<file path="src/rtl/fpga_conf_pkg.sv">
// Shared encodings, default sizes and FSM state type for the FPGA config front end.
package fpga_conf_pkg;

  localparam int unsigned DEF_ADDR_W    = 4;
  localparam int unsigned DEF_DATA_W    = 12;
  localparam int unsigned DEF_NUM_REGS  = 4;
  localparam int unsigned DEF_MODE_W    = 3;
  localparam int unsigned DEF_BLANK_CYC = 16;

  // Major-mode encodings; all-ones is OFF
  localparam logic [DEF_MODE_W-1:0] MODE_LF_READ     = 3'd0;
  localparam logic [DEF_MODE_W-1:0] MODE_LF_SIM      = 3'd1;
  localparam logic [DEF_MODE_W-1:0] MODE_HF_READER   = 3'd2;
  localparam logic [DEF_MODE_W-1:0] MODE_HF_SIM      = 3'd3;
  localparam logic [DEF_MODE_W-1:0] MODE_HF_SNOOP    = 3'd4;
  localparam logic [DEF_MODE_W-1:0] MODE_HF_14443A   = 3'd5;
  localparam logic [DEF_MODE_W-1:0] MODE_LF_PASSTHRU = 3'd6;
  localparam logic [DEF_MODE_W-1:0] MODE_OFF         = 3'd7;

  // Error-clear address is all-ones for whatever address width is in use
  function automatic int unsigned errclr_addr(input int unsigned w);
    return (32'd1 << w) - 32'd1;
  endfunction

  localparam int unsigned ADDR_MODE   = 0;
  localparam int unsigned ADDR_ERRCLR = errclr_addr(DEF_ADDR_W);

  typedef enum logic [1:0] {
    RUN    = 2'd0,
    BLANK  = 2'd1,
    SWITCH = 2'd2
  } mode_state_e;

endpackage

</file>
<file path="src/rtl/conf_spi_rx.sv">
// SPI slave receive path in the pck0 domain: synchronisers, edge detect,
// frame shift register and bit counter; emits a registered commit pulse.
module conf_spi_rx
  import fpga_conf_pkg::*;
#(
  parameter int unsigned FRAME_W = DEF_ADDR_W + DEF_DATA_W
) (
  input  logic               clk,
  input  logic               rst,
  input  logic               spck,
  input  logic               mosi,
  input  logic               ncs,
  output logic               commit,
  output logic               len_ok,
  output logic [FRAME_W-1:0] frame,
  output logic               ncs_active_c,
  output logic               ncs_fall_c,
  output logic               spck_fall_c
);

  localparam int unsigned CNT_W = $clog2(FRAME_W + 2);

  logic             spck_m, spck_s, spck_d;
  logic             mosi_m, mosi_s;
  logic             ncs_m, ncs_s, ncs_d;
  logic [FRAME_W-1:0] shift;
  logic [CNT_W-1:0]   bit_cnt;
  logic             spck_rise_c, ncs_rise_c;

  assign spck_rise_c  = spck_s & ~spck_d;
  assign spck_fall_c  = ~spck_s & spck_d;
  assign ncs_rise_c   = ncs_s & ~ncs_d;
  assign ncs_fall_c   = ~ncs_s & ncs_d;
  assign ncs_active_c = ~ncs_s;

  // ncs synchroniser idles high so reset never fabricates a select edge
  always_ff @(posedge clk) begin
    if (rst) begin
      spck_m  <= 1'b0;
      spck_s  <= 1'b0;
      spck_d  <= 1'b0;
      mosi_m  <= 1'b0;
      mosi_s  <= 1'b0;
      ncs_m   <= 1'b1;
      ncs_s   <= 1'b1;
      ncs_d   <= 1'b1;
      shift   <= '0;
      bit_cnt <= '0;
      commit  <= 1'b0;
      len_ok  <= 1'b0;
      frame   <= '0;
    end else begin
      spck_m <= spck;
      spck_s <= spck_m;
      spck_d <= spck_s;
      mosi_m <= mosi;
      mosi_s <= mosi_m;
      ncs_m  <= ncs;
      ncs_s  <= ncs_m;
      ncs_d  <= ncs_s;
      commit <= 1'b0;
      if (ncs_rise_c) begin
        commit <= 1'b1;
        len_ok <= (bit_cnt == CNT_W'(FRAME_W));
        frame  <= shift;
      end else if (ncs_fall_c) begin
        shift   <= '0;
        bit_cnt <= '0;
      end else if (spck_rise_c && !ncs_s) begin
        shift <= {shift[FRAME_W-2:0], mosi_s};
        if (bit_cnt != CNT_W'(FRAME_W + 1)) begin
          bit_cnt <= bit_cnt + CNT_W'(1);
        end
      end
    end
  end

endmodule

</file>
<file path="src/rtl/fpga_conf_regs.sv">
// Config front end: SPI frames into NUM_REGS registers plus a blanked major-mode switch.
// Optional SPI readback on miso is enabled by defining CONF_READBACK_EN.
module fpga_conf_regs
  import fpga_conf_pkg::*;
#(
  parameter int unsigned ADDR_W    = DEF_ADDR_W,
  parameter int unsigned DATA_W    = DEF_DATA_W,
  parameter int unsigned NUM_REGS  = DEF_NUM_REGS,
  parameter int unsigned MODE_W    = DEF_MODE_W,
  parameter int unsigned BLANK_CYC = DEF_BLANK_CYC
) (
  input  logic                       pck0,
  input  logic                       rst,
  input  logic                       spck,
  input  logic                       mosi,
  input  logic                       ncs,
  output logic                       miso,
  output logic [MODE_W-1:0]          major_mode,
  output logic                       mode_blank,
  output logic [NUM_REGS*DATA_W-1:0] conf_regs,
  output logic [NUM_REGS-1:0]        wr_stb,
  output logic                       frame_err
);

  localparam int unsigned FRAME_W = ADDR_W + DATA_W;
  localparam int unsigned CNT_W   = $clog2(BLANK_CYC + 1);
  localparam logic [ADDR_W-1:0] A_MODE = ADDR_W'(ADDR_MODE);
  localparam logic [ADDR_W-1:0] A_CLR  = ADDR_W'(errclr_addr(ADDR_W));

  logic               commit, len_ok;
  logic [FRAME_W-1:0] frame;
  logic               ncs_active_c, ncs_fall_c, spck_fall_c;
  logic [ADDR_W-1:0]  addr_c;
  logic [DATA_W-1:0]  data_c;
  logic               frame_ok_c, mode_req_c;
  logic [MODE_W-1:0]  req_mode_c;

  mode_state_e        state;
  logic [MODE_W-1:0]  pending;
  logic [CNT_W-1:0]   blank_cnt;

  conf_spi_rx #(.FRAME_W(FRAME_W)) u_rx (
    .clk          (pck0),
    .rst          (rst),
    .spck         (spck),
    .mosi         (mosi),
    .ncs          (ncs),
    .commit       (commit),
    .len_ok       (len_ok),
    .frame        (frame),
    .ncs_active_c (ncs_active_c),
    .ncs_fall_c   (ncs_fall_c),
    .spck_fall_c  (spck_fall_c)
  );

  assign addr_c     = frame[FRAME_W-1 -: ADDR_W];
  assign data_c     = frame[DATA_W-1:0];
  assign frame_ok_c = commit & len_ok;
  assign mode_req_c = frame_ok_c && (addr_c == A_MODE);
  assign req_mode_c = data_c[MODE_W-1:0];

  // Register file, write strobes and sticky length error
  always_ff @(posedge pck0) begin
    if (rst) begin
      conf_regs <= '0;
      wr_stb    <= '0;
      frame_err <= 1'b0;
    end else begin
      wr_stb <= '0;
      if (commit) begin
        if (!len_ok) begin
          frame_err <= 1'b1;
        end else if (addr_c == A_CLR) begin
          frame_err <= 1'b0;
        end else begin
          for (int k = 0; k < NUM_REGS; k++) begin
            if (addr_c == ADDR_W'(k + 1)) begin
              conf_regs[k*DATA_W +: DATA_W] <= data_c;
              wr_stb[k]                     <= 1'b1;
            end
          end
        end
      end
    end
  end

  // Mode switch: major_mode only moves inside a blanking window
  always_ff @(posedge pck0) begin
    if (rst) begin
      state      <= RUN;
      major_mode <= '1;
      mode_blank <= 1'b0;
      pending    <= '1;
      blank_cnt  <= '0;
    end else begin
      case (state)
        RUN: begin
          if (mode_req_c && (req_mode_c != major_mode)) begin
            state      <= BLANK;
            mode_blank <= 1'b1;
            pending    <= req_mode_c;
            blank_cnt  <= CNT_W'(BLANK_CYC - 1);
          end
        end
        BLANK: begin
          if (mode_req_c) begin
            pending   <= req_mode_c;
            blank_cnt <= CNT_W'(BLANK_CYC - 1);
          end else if (blank_cnt == '0) begin
            state      <= SWITCH;
            major_mode <= pending;
          end else begin
            blank_cnt <= blank_cnt - CNT_W'(1);
          end
        end
        SWITCH: begin
          if (mode_req_c && (req_mode_c != major_mode)) begin
            state     <= BLANK;
            pending   <= req_mode_c;
            blank_cnt <= CNT_W'(BLANK_CYC - 1);
          end else begin
            state      <= RUN;
            mode_blank <= 1'b0;
          end
        end
        default: begin
          state      <= RUN;
          mode_blank <= 1'b0;
        end
      endcase
    end
  end

`ifdef CONF_READBACK_EN
  logic [ADDR_W-1:0]  rb_addr;
  logic [FRAME_W-1:0] tx_sh;
  logic [FRAME_W-1:0] tx_load_c;

  // Readback word for the address of the last accepted frame
  always_comb begin
    tx_load_c = '0;
    if (rb_addr == A_MODE) begin
      tx_load_c              = FRAME_W'(major_mode);
      tx_load_c[FRAME_W-1]   = frame_err;
    end
    for (int k = 0; k < NUM_REGS; k++) begin
      if (rb_addr == ADDR_W'(k + 1)) begin
        tx_load_c = FRAME_W'(conf_regs[k*DATA_W +: DATA_W]);
      end
    end
  end

  always_ff @(posedge pck0) begin
    if (rst) begin
      rb_addr <= '0;
      tx_sh   <= '0;
      miso    <= 1'b0;
    end else begin
      if (frame_ok_c) begin
        rb_addr <= addr_c;
      end
      if (!ncs_active_c) begin
        miso <= 1'b0;
      end else if (ncs_fall_c) begin
        tx_sh <= tx_load_c;
        miso  <= tx_load_c[FRAME_W-1];
      end else if (spck_fall_c) begin
        tx_sh <= {tx_sh[FRAME_W-2:0], 1'b0};
        miso  <= tx_sh[FRAME_W-2];
      end
    end
  end
`else
  logic unused_rb;
  assign unused_rb = ^{ncs_active_c, ncs_fall_c, spck_fall_c};
  assign miso      = 1'b0;
`endif

endmodule

</file>
<file path="config.mk">
export PLATFORM = sky130hd
export DESIGN_NAME = fpga_conf_regs
export DESIGN_NICKNAME = d
export VERILOG_FILES = /design/src/rtl/fpga_conf_pkg.sv /design/src/rtl/conf_spi_rx.sv /design/src/rtl/fpga_conf_regs.sv
export SDC_FILE = /design/constraint.sdc
export NUM_CORES = 1
export LEC_CHECK = 0
export CORE_ASPECT_RATIO = 1.4
export CORE_MARGIN = 5
export CORE_UTILIZATION = 48
export DETAILED_ROUTE_END_ITERATION = 6
export PLACE_DENSITY = 0.85
export SLEW_MARGIN = 10
export SYNTH_ARGS = -nofsm -noshare
export SYNTH_HDL_FRONTEND = slang
export SYNTH_SLANG_ARGS = --single-unit
</file>
<file path="constraint.sdc">
create_clock -name pck0 -period 1.7 [get_ports pck0]
set_input_delay 0.34 -clock pck0 [delete_from_list [all_inputs] [get_ports pck0]]
set_output_delay 0.34 -clock pck0 [all_outputs]
set_load 0.05 [all_outputs]
</file>
### Word-level counts from Yosys, hierarchy flattened

Index checks and enable logic that the tools add are counted.

* bits in registers: 114
* bits of input ports: 5
* output and inout port bits: 58
* word-level logic and storage cells: 108

* add/subtract/negate cells: 2
* equality and inequality tests: 18
* mux-type cells: 27
* bitwise operators: 13
* reduce and logical (&&, ||, !) cells: 24

Operators with widths (number)
* 2-to-1 mux 16 bit: 2
* 2-to-1 mux 5 bit: 6
* AND reduction 3 bit: 6
* AND reduction 4 bit: 4
* != test 2 bit (second input constant): 6
* 2-to-1 mux 1 bit: 10
* one-hot mux 5 bit (2 select lines): 1
* NOT 1 bit: 9
* equality test 4 x 2 -> 1 bit (second input constant): 2
* 2-to-1 mux 2 bit: 3
* 2-to-1 mux 3 bit: 2
* one-hot mux 2 bit (3 select lines): 1
* one-hot mux 3 bit (2 select lines): 1
* nonzero test 2 bit: 3
* adder 5 x 1 -> 5 bit (second input constant): 1
* equality test 5 bit (second input constant): 1
* zero test 5 bit: 1
* != test 5 bit (second input constant): 1
* subtractor 5 x 1 -> 5 bit (second input constant): 1
* bitwise AND 1 bit: 4
* equality test 4 x 1 -> 1 bit (second input constant): 1
* equality test 4 x 3 -> 1 bit (second input constant): 1
* equality test 4 bit (second input constant): 1
* zero test 4 bit: 1
* other kinds (12): 15

### Logic depth before layout (Yosys ltp)

* depth after elaboration: 5
* mapped depth: 6
* mapped depth without buffers: 6

### By module

Synthesis repeated with hierarchy kept, for this count alone.

* cell total of the unflattened synthesis: 439
* area total of the unflattened synthesis: 4250.3 sq um

By module, submodules not included
* fpga_conf_regs: instances 1, cells each 268, area each 2566.2 sq um, seq. area each 1341.3 sq um
* conf_spi_rx: instances 1, cells each 171, area each 1684.1 sq um, seq. area each 940.9 sq um

### Least setup slack after synthesis

No wires, ideal clock.

* path type: flip-flop to flip-flop
* from: register major_mode[2]
* to: register blank_cnt[1]
* library setup time: 0.123 ns
* data arrival time: 1.645 ns
* required time: 1.577 ns
* path slack: -0.068 ns
* cell stages (with the launch flop): 5
* path buffers: 0
* period minus slack after synthesis: 1.768 ns
* cells stage by stage: dfxtp_1 xnor2_1 nand3_1 a22oi_4 mux2_1

* longest elaborated chain between the ends: 4

Ends and longest elaborated chain
* start, declared: RTL line fpga_conf_regs.sv:18 `output logic [MODE_W-1:0] major_mode,`
* start signal, assigned: RTL line fpga_conf_regs.sv:111 `major_mode <= pending;`
* != test 3 bit: RTL line fpga_conf_regs.sv:98, fpga_conf_regs.sv:117
* logical AND 1 bit: RTL line fpga_conf_regs.sv:98, fpga_conf_regs.sv:117
* != test 2 x 1 -> 1 bit (no source line)
* AND reduction 3 bit (no source line)
* end signal, assigned: RTL line fpga_conf_regs.sv:102 `blank_cnt <= CNT_W'(BLANK_CYC - 1);`
* end signal, assigned: RTL line fpga_conf_regs.sv:108 `blank_cnt <= CNT_W'(BLANK_CYC - 1);`
* end signal, assigned: RTL line fpga_conf_regs.sv:120 `blank_cnt <= CNT_W'(BLANK_CYC - 1);`
* end, declared: RTL line fpga_conf_regs.sv:40 `logic [CNT_W-1:0] blank_cnt;`

No other way between the ends.
A chain may end at the register's enable or synchronous reset.

### Worst setup path after layout

* from: register blank_cnt[0]
* to: register blank_cnt[1]

* longest elaborated chain between the ends: 4
* elaborated cells between the ends (all ways): 7
* classes of those cells: 1 x add/sub; 1 x eq/ne; 3 x mux; 2 x reduce/logical

Ends and longest elaborated chain
* start signal, assigned: RTL line fpga_conf_regs.sv:102
* start signal, assigned: RTL line fpga_conf_regs.sv:108
* start signal, assigned: RTL line fpga_conf_regs.sv:113 `blank_cnt <= blank_cnt - CNT_W'(1);`
* subtractor 5 x 1 -> 5 bit: RTL line fpga_conf_regs.sv:113
* 2-to-1 mux 5 bit: RTL line fpga_conf_regs.sv:109 `end else if (blank_cnt == '0) begin`
* 2-to-1 mux 5 bit: RTL line fpga_conf_regs.sv:106 `if (mode_req_c) begin`
* one-hot mux 5 bit (2 select lines): RTL line fpga_conf_regs.sv:96 `case (state)`

Several ways; a longest one is shown, not always the timed one. The select of a mux whose other input is x is not followed.

==> impl_metrics.csv <==
group,metric,value,unit
placed_design,io_buffers,61,
hold_path,hold-path-cell-count,2,
routing,via_per_inst,5.36,
placed_design,placed_area,4940,µm²
placed_design,globalplace.congestion,0.803,
clock_network,cts.clk_slew.worst_paths,50,ps
routing,vias,3489,
critical_path,start_kind,"register",
clock_network,cts_max_level,4,
routing,ant_nets,0,
synth,synthAdderAreaFrac,1.16,%
clock_network,cts_tree,"yes",
global_route,grt_first_pass_wirelength,16300,µm
run_status,run_status,"finished clean",
global_route,grt_pass1_vias,3438,
synth,syn_area,4320,µm²
hold_path,min_from,"rst",
pwr,total_power,6.24,mW
pwr,p_leak,2.47,nW
critical_path,startpoint,"blank_cnt[0]",
timing,finalClockSkew,12.6,ps
pwr,pwr-share-clk,55.3,%
synth,seq_area_frac_synth,52.9,%
clock_network,clock-sinks,114,
clock_network,numCtsBuffers,17,
hold_path,hp-class,"in -> reg",
die,start_util,48.4,%
routing,drt_iter0_markers,294,
global_route,grt_max_degree,54,
critical_path,r2r_setup_slack,80,ps
routing,drtPass1Iterations,4,
timing,fmax,0.619,GHz
final_layout,fill_cells,727,
final_layout,final_cells,651,
pwr,pwr-share-seq,43.1,%
pwr,switching_share,19.5,%
clock_network,clock_latency,410,ps
die,dieArea,11000,µm²
clock_network,cts.path.max_buffers,2,
job,drv_cap,0,
synth,synthSimpleGateAreaFrac,19.6,%
global_route,grt_overflow,0,
synth,ys.warnings.count,0,
critical_path,reg2reg_depth,6,
synth,synth_top_area_share,52.9,%
die,row_count,41,
timing,final-setup-viol-count,0,
final_layout,layout-drive-gt1-share,23.9,%
critical_path,path_max_fanout,3,
pwr,peakVddDrop,0.894,mV
die,die_y,122,µm
synth,synthesis.nets,468,
die,core-area,8930,µm²
synth,yosys-mux-area-fraction,10.2,%
critical_path,arrival,1900,ps
global_route,grt_util_all_layers,18.7,%
hold_path,min_to,"u_rx.commit",
critical_path,critPathCaptureType,"register",
pwr,p_sw,1.22,mW
synth,synth-seq-cells,114,
synth,synth_cell_types,50,
placed_design,dp_cells,617,
timing,hold_violations,0,
synth,synth_xor_area_share,1.01,%
die,io_pins,63,
placed_design,hpwl,6860,µm
global_route,antenna_found_initial,0,
timing,fin_crit,1620,ps
pwr,powerDensity,1110,nW/µm²
synth,synth_compound_gate_area_share,10.8,%
routing,drc_errors,0,
routing,finalWirelength,10100,µm
synth,synth_area_leaders,"dfxtp_1 53%, mux2i_1 10%, nand2_1 5.8%",
clock_network,cts_root_buf,"clkbuf_16",
final_layout,n_antenna_cell,0,
critical_path,critPathRequiredTime,1990,ps
synth,syn_area_per_cell,9.41,µm²
synth,netlist_instances,459,
critical_path,r2r-start,"blank_cnt[0]",
synth,synth_top_family_by_area,"simple AND/OR/NAND/NOR gates",
synth,synth_ff_type,"dfxtp_1",
synth,synth_largest_area_cell,"dfxtp_1",
final_layout,area_delta_synth_final,29.7,%
pwr,p_int,5.02,mW
final_layout,nets,540,
critical_path,critPathKind,"reg -> reg",
synth,synth-edff-count,0,
die,chipWidth,90.2,µm
timing,finalMaxSlewViolations,0,
synth,async_flop_share,0,%
timing,period_share,95.0,%
final_layout,fin_util,62.7,%
clock_network,cts_hold_buf,0,
critical_path,r2r_end,"blank_cnt[1]",
pwr,pwr-share-comb,1.6,%
routing,wire_per_inst,15.5,µm
final_layout,finalInstanceArea,5600,µm²
-- state kept, by name, indices dropped and copies added, names as in the netlist --
register      cells
blank_cnt         5
conf_regs        48
frame_err         1
major_mode        3
mode_blank        1
pending           3
state             2
u_rx.bit_cnt      5
u_rx.commit       1
u_rx.frame       16
u_rx.len_ok       1
u_rx.mosi_m       1
u_rx.mosi_s       1
u_rx.ncs_d        1
u_rx.ncs_m        1
u_rx.ncs_s        1
u_rx.shift       16
u_rx.spck_d       1
u_rx.spck_m       1
u_rx.spck_s       1
wr_stb            4
-- critical path, stage by stage (launching register included) --
cell and delay, ps:
dfxtp_1 310, inv_1 90, ha_2 190, nor4b_4 260
o21ai_2 110, a22oi_4 210, mux2_4 320
-- stage by stage --
stage	hold WS, ps	TNS, ps	setup slack, ps
2_1_floorplan	389	0	36.7
3_3_place_gp	392	0	19.4
3_5_place_dp	404	-31.5	-31.5
4_1_cts	279	0	43.4
5_1_grt	309	-6.81	-6.81
6_report	292	0	84.8
-- kinds of logic after synthesis --
logic type | count (synthesis)
flops | 114
compound gates | 70
mux | 44
fa+ha+maj | 4
buf+inv | 40
xor+xnor | 5
simple gates | 181
other cells | 1
-- repair_timing --
action	4_1_cts	5_1_grt
gates resized for setup	2	6
pin swaps	1	3
setup buffers	2	0
endpoints found under the setup margin	1	2
gates cloned	0	0
-- worst max path at each step --
stage	to	slack, ps	depth (start not counted)
after floorplan	blank_cnt[1]	40	6
after global placement	blank_cnt[1]	20	6
after detailed placement	blank_cnt[1]	-30	6
after CTS	blank_cnt[1]	40	6
after global routing	blank_cnt[1]	-7	6
final	blank_cnt[1]	80	6
-- layer usage --
| metal | track usage (%) | up-vias | wire, µm |
|---|---|---|---|
| li1 | - | 1703 | - |
| met1 | 18.8 | 1699 | 3910 |
| met2 | 34.6 | 74 | 5570 |
| met3 | 6.81 | 13 | 407 |
| met4 | 8.29 | 0 | 172 |
| met5 | 0 | - | 0 |
-- final cells by class --
class,instances,area [µm²],share of cell area (%)
clock buffers,24,492,8.78
clock inverters,8,101,1.81
inverters,10,37.5,0.670
multi-input cells,305,1880,33.6
flip-flops and latches,114,2290,40.9
well taps,107,134,2.39
repair buffers,83,666,11.9
-- power by group through the flow --
stage               logic (mW)  clock network (mW)  registers (mW)
detailed placement      0.0979                   0            2.74
finish                  0.0975                3.45            2.69
global placement        0.0965                   0            2.74
floorplan               0.0668                   0            2.74
global route             0.106                3.65            2.69
CTS                     0.0983                3.51            2.69
-- cell usage after synthesis (all sizes together) (3+ instances only) --
| cell type | count |
|---|---|
| inv | 10 |
| mux2i | 43 |
| dfxtp | 114 |
| nand2 | 67 |
| nand4 | 4 |
| nor3b | 3 |
| nor2 | 66 |
| nor2b | 9 |
| and2 | 3 |
| xnor2 | 4 |
| a21oi | 36 |
| nand3 | 9 |
| buf | 15 |
| clkbuf | 15 |
| ha | 4 |
| or2 | 5 |
| nor3 | 4 |
| a22oi | 14 |
| o21ai | 8 |
-- cell usage in the layout, fill, tap and decap left out, types with 4 or more instances in the layout --
master / synthesis / final
nand2_1: 67 / 67
clkbuf_16: 0 / 17
dfxtp_2: 0 / 5
inv_1: 10 / 10
dfxtp_1: 114 / 109
clkbuf_8: 0 / 4
nand4_1: 4 / 4
nor2b_1: 9 / 9
o21ai_0: 6 / 6
mux2i_1: 43 / 43
nor2_1: 66 / 66
or2_2: 4 / 4
a21oi_1: 35 / 35
a22oi_1: 13 / 13
xnor2_1: 4 / 4
nand3_1: 9 / 9
buf_4: 3 / 76
Note: power is estimated with default switching activity, not from simulation.
==> RTL edit: new RTL, config.mk and constraints unchanged <==
The option `CONF_READBACK_EN` is turned on by a define.
--- a/src/rtl/fpga_conf_regs.sv
+++ b/src/rtl/fpga_conf_regs.sv
@@ -1,5 +1,7 @@
 // Config front end: SPI frames into NUM_REGS registers plus a blanked major-mode switch.
 // Optional SPI readback on miso is enabled by defining CONF_READBACK_EN.
+`define CONF_READBACK_EN
+
 module fpga_conf_regs
   import fpga_conf_pkg::*;
 #(
Behaviour: not the same (a bounded check fails within 10 cycles, from zero or initial values and one cycle with rst high).
==> RTL edit against the unedited design <==
The run now ends with setup timing left. First-iteration DRC count up 9.5%. Via count up 32%. Global-route usage up 2.7 points. Clock skew is 5.0 ps lower. Power is 13% higher. Die area is 24% higher. Worst setup slack got worse by 190 ps. Design area up 23%. Clock power up 9.0%. Routed wire length up 41%. Synthesized area up 27%. Sequential cell count rose by 20. Combinational power rose by 44%. Largest cell class unchanged.
==> RTL edit: results (changes against the unedited design) <==
Syn Nets: 581 (was 468)
multi-input gates: 384 (was 305)
Root Driver: clkbuf_16 (unchanged)
Placer Congestion: 0.8660 (was 0.8026)
xor/xnor share of the synthesized area: 0.9609% (was 1.014%)
DR pass1 iterations: 5 (was 4)
post-synthesis compound-gate area fraction: 15.03% (was 10.78%)
vias in the first global route: 4695 (was 3438)
hpwl dp: 10060 µm (was 6858 µm)
via count: 4610 (was 3489)
gr usage total: 21.48% (was 18.74%)
CP max stage cell: or4b_4 (was mux2_4)
depth of the most critical reg-to-reg path: 7 (was 6)
Sink Count: 134 (was 114)
Pleak: 0.002984 µW (was 0.002475 µW)
Synth Area per Inst: 9.561 µm² (was 9.407 µm²)
Iter 0 DRT Violations: 322 (was 294)
sequential share of cell area: 39.00% (was 40.86%)
status: finished with violations (was finished, final reports clean)
top post-synthesis cells by area: dfxtp_1 49%, mux2i_1 9.3%, nor2_1 5.4% (was dfxtp_1 53%, mux2i_1 10%, nand2_1 5.8%)
Post-Syn Area: 5469 µm² (was 4318 µm²)
Inverters excl. clock: 12 (was 10)
pin count of the biggest net entering global routing: 40 (was 54)
Worst Hold Class: primary input to flip-flop (unchanged)
multiplexer share of the synthesized area: 11.81% (was 10.23%)
Clock-cell share: 8.793% (was 10.59%)
buffer share of cell area: 11.86% (was 11.89%)
Place WS: -122.6 ps (was -31.50 ps)
Final Cell Area: 6902 µm² (was 5600 µm²)
Layout Nets: 666 (was 540)
VDD IR max: 0.7485 mV (was 0.8941 mV)
placed cell count: 775 (was 617)
Layout clock buffers: 22 (was 24)
Routed WL: 14200 µm (was 10060 µm)
Fillers: 908 (was 727)
final setup margin: -103.5 ps (was 84.84 ps)
placed cell areas: 6207 µm² (was 4945 µm²)
final setup violation count: 7 (was 0)
first-pass GRT wire length: 23120 µm (was 16330 µm)
hold depth: 2 (unchanged)
Worst Skew: 7.620 ps (was 12.57 ps)
Worst Path Arrival: 2120 ps (was 1900 ps)
Largest regs: conf_regs: 48 flops, u_rx.frame: 16 flops, u_rx.shift: 16 flops (unchanged)
sequential fraction of the synthesis area: 49.05% (was 52.85%)
synth unique cells: 52 (was 50)
Crit Path Max Fanout: 8 (was 3)
via-per-instance ratio: 5.663 (was 5.359)
fraction of layout cells with a size suffix above 1: 26.27% (was 23.90%)
Port Buffers: 62 (was 61)
failing checks: setup timing
top cells by count, synth: 134 x dfxtp_1, 78 x nor2_1, 52 x nand2_1, 51 x mux2i_1 (was 114 x dfxtp_1, 67 x nand2_1, 66 x nor2_1, 43 x mux2i_1, 35 x a21oi_1)
Longest Clk Path Bufs: 2 (unchanged)
Adder-Cell Fraction of Synth Area: 0.9151% (was 1.159%)
Non-clk bufs: 108 (was 83)
setup_tns: -443.5 ps (was 0 ps)
critical path's largest stage delay: 490 ps (was 320 ps)
Multi-input gate area: 2560 µm² (was 1882 µm²)
asr flop ratio synth: 0% (unchanged)
RTL edit: power by group:
group | leakage (µW) | switching [µW] | total (µW) | internal (µW)
Sequential | 0.00108 | 11.6 | 3170 | 3160
Combinational | 0.00160 | 96.4 | 140 | 43.9
Clock | 0.000298 | 1280 | 3760 | 2480
RTL edit: path summary, 6_finish.rpt:
check                                  start           end  slack, ps
worst max-delay path            blank_cnt[1]  blank_cnt[2]       -100
worst min register to register    u_rx.ncs_m    u_rx.ncs_s        420
worst min-delay path                     rst    u_rx.ncs_d        210
worst max register to register  blank_cnt[1]  blank_cnt[2]       -100
RTL edit: what timing repair did:
item / CTS / global route
buffers inserted: 3 / 4
hold buffers: 0 / 0
gates resized for setup: 6 / 5
setup endpoints to repair: 22 / 20
pin swaps: 6 / 6
RTL edit: routing by layer:
metal	vias up	GRT usage [%]	part of all wire, %
met2	145	39.90	54
met1	2262	22.64	38
met4	0	10.86	3.2
li1	2169	-	-
met5	-	0	0
met3	34	4.158	4.3
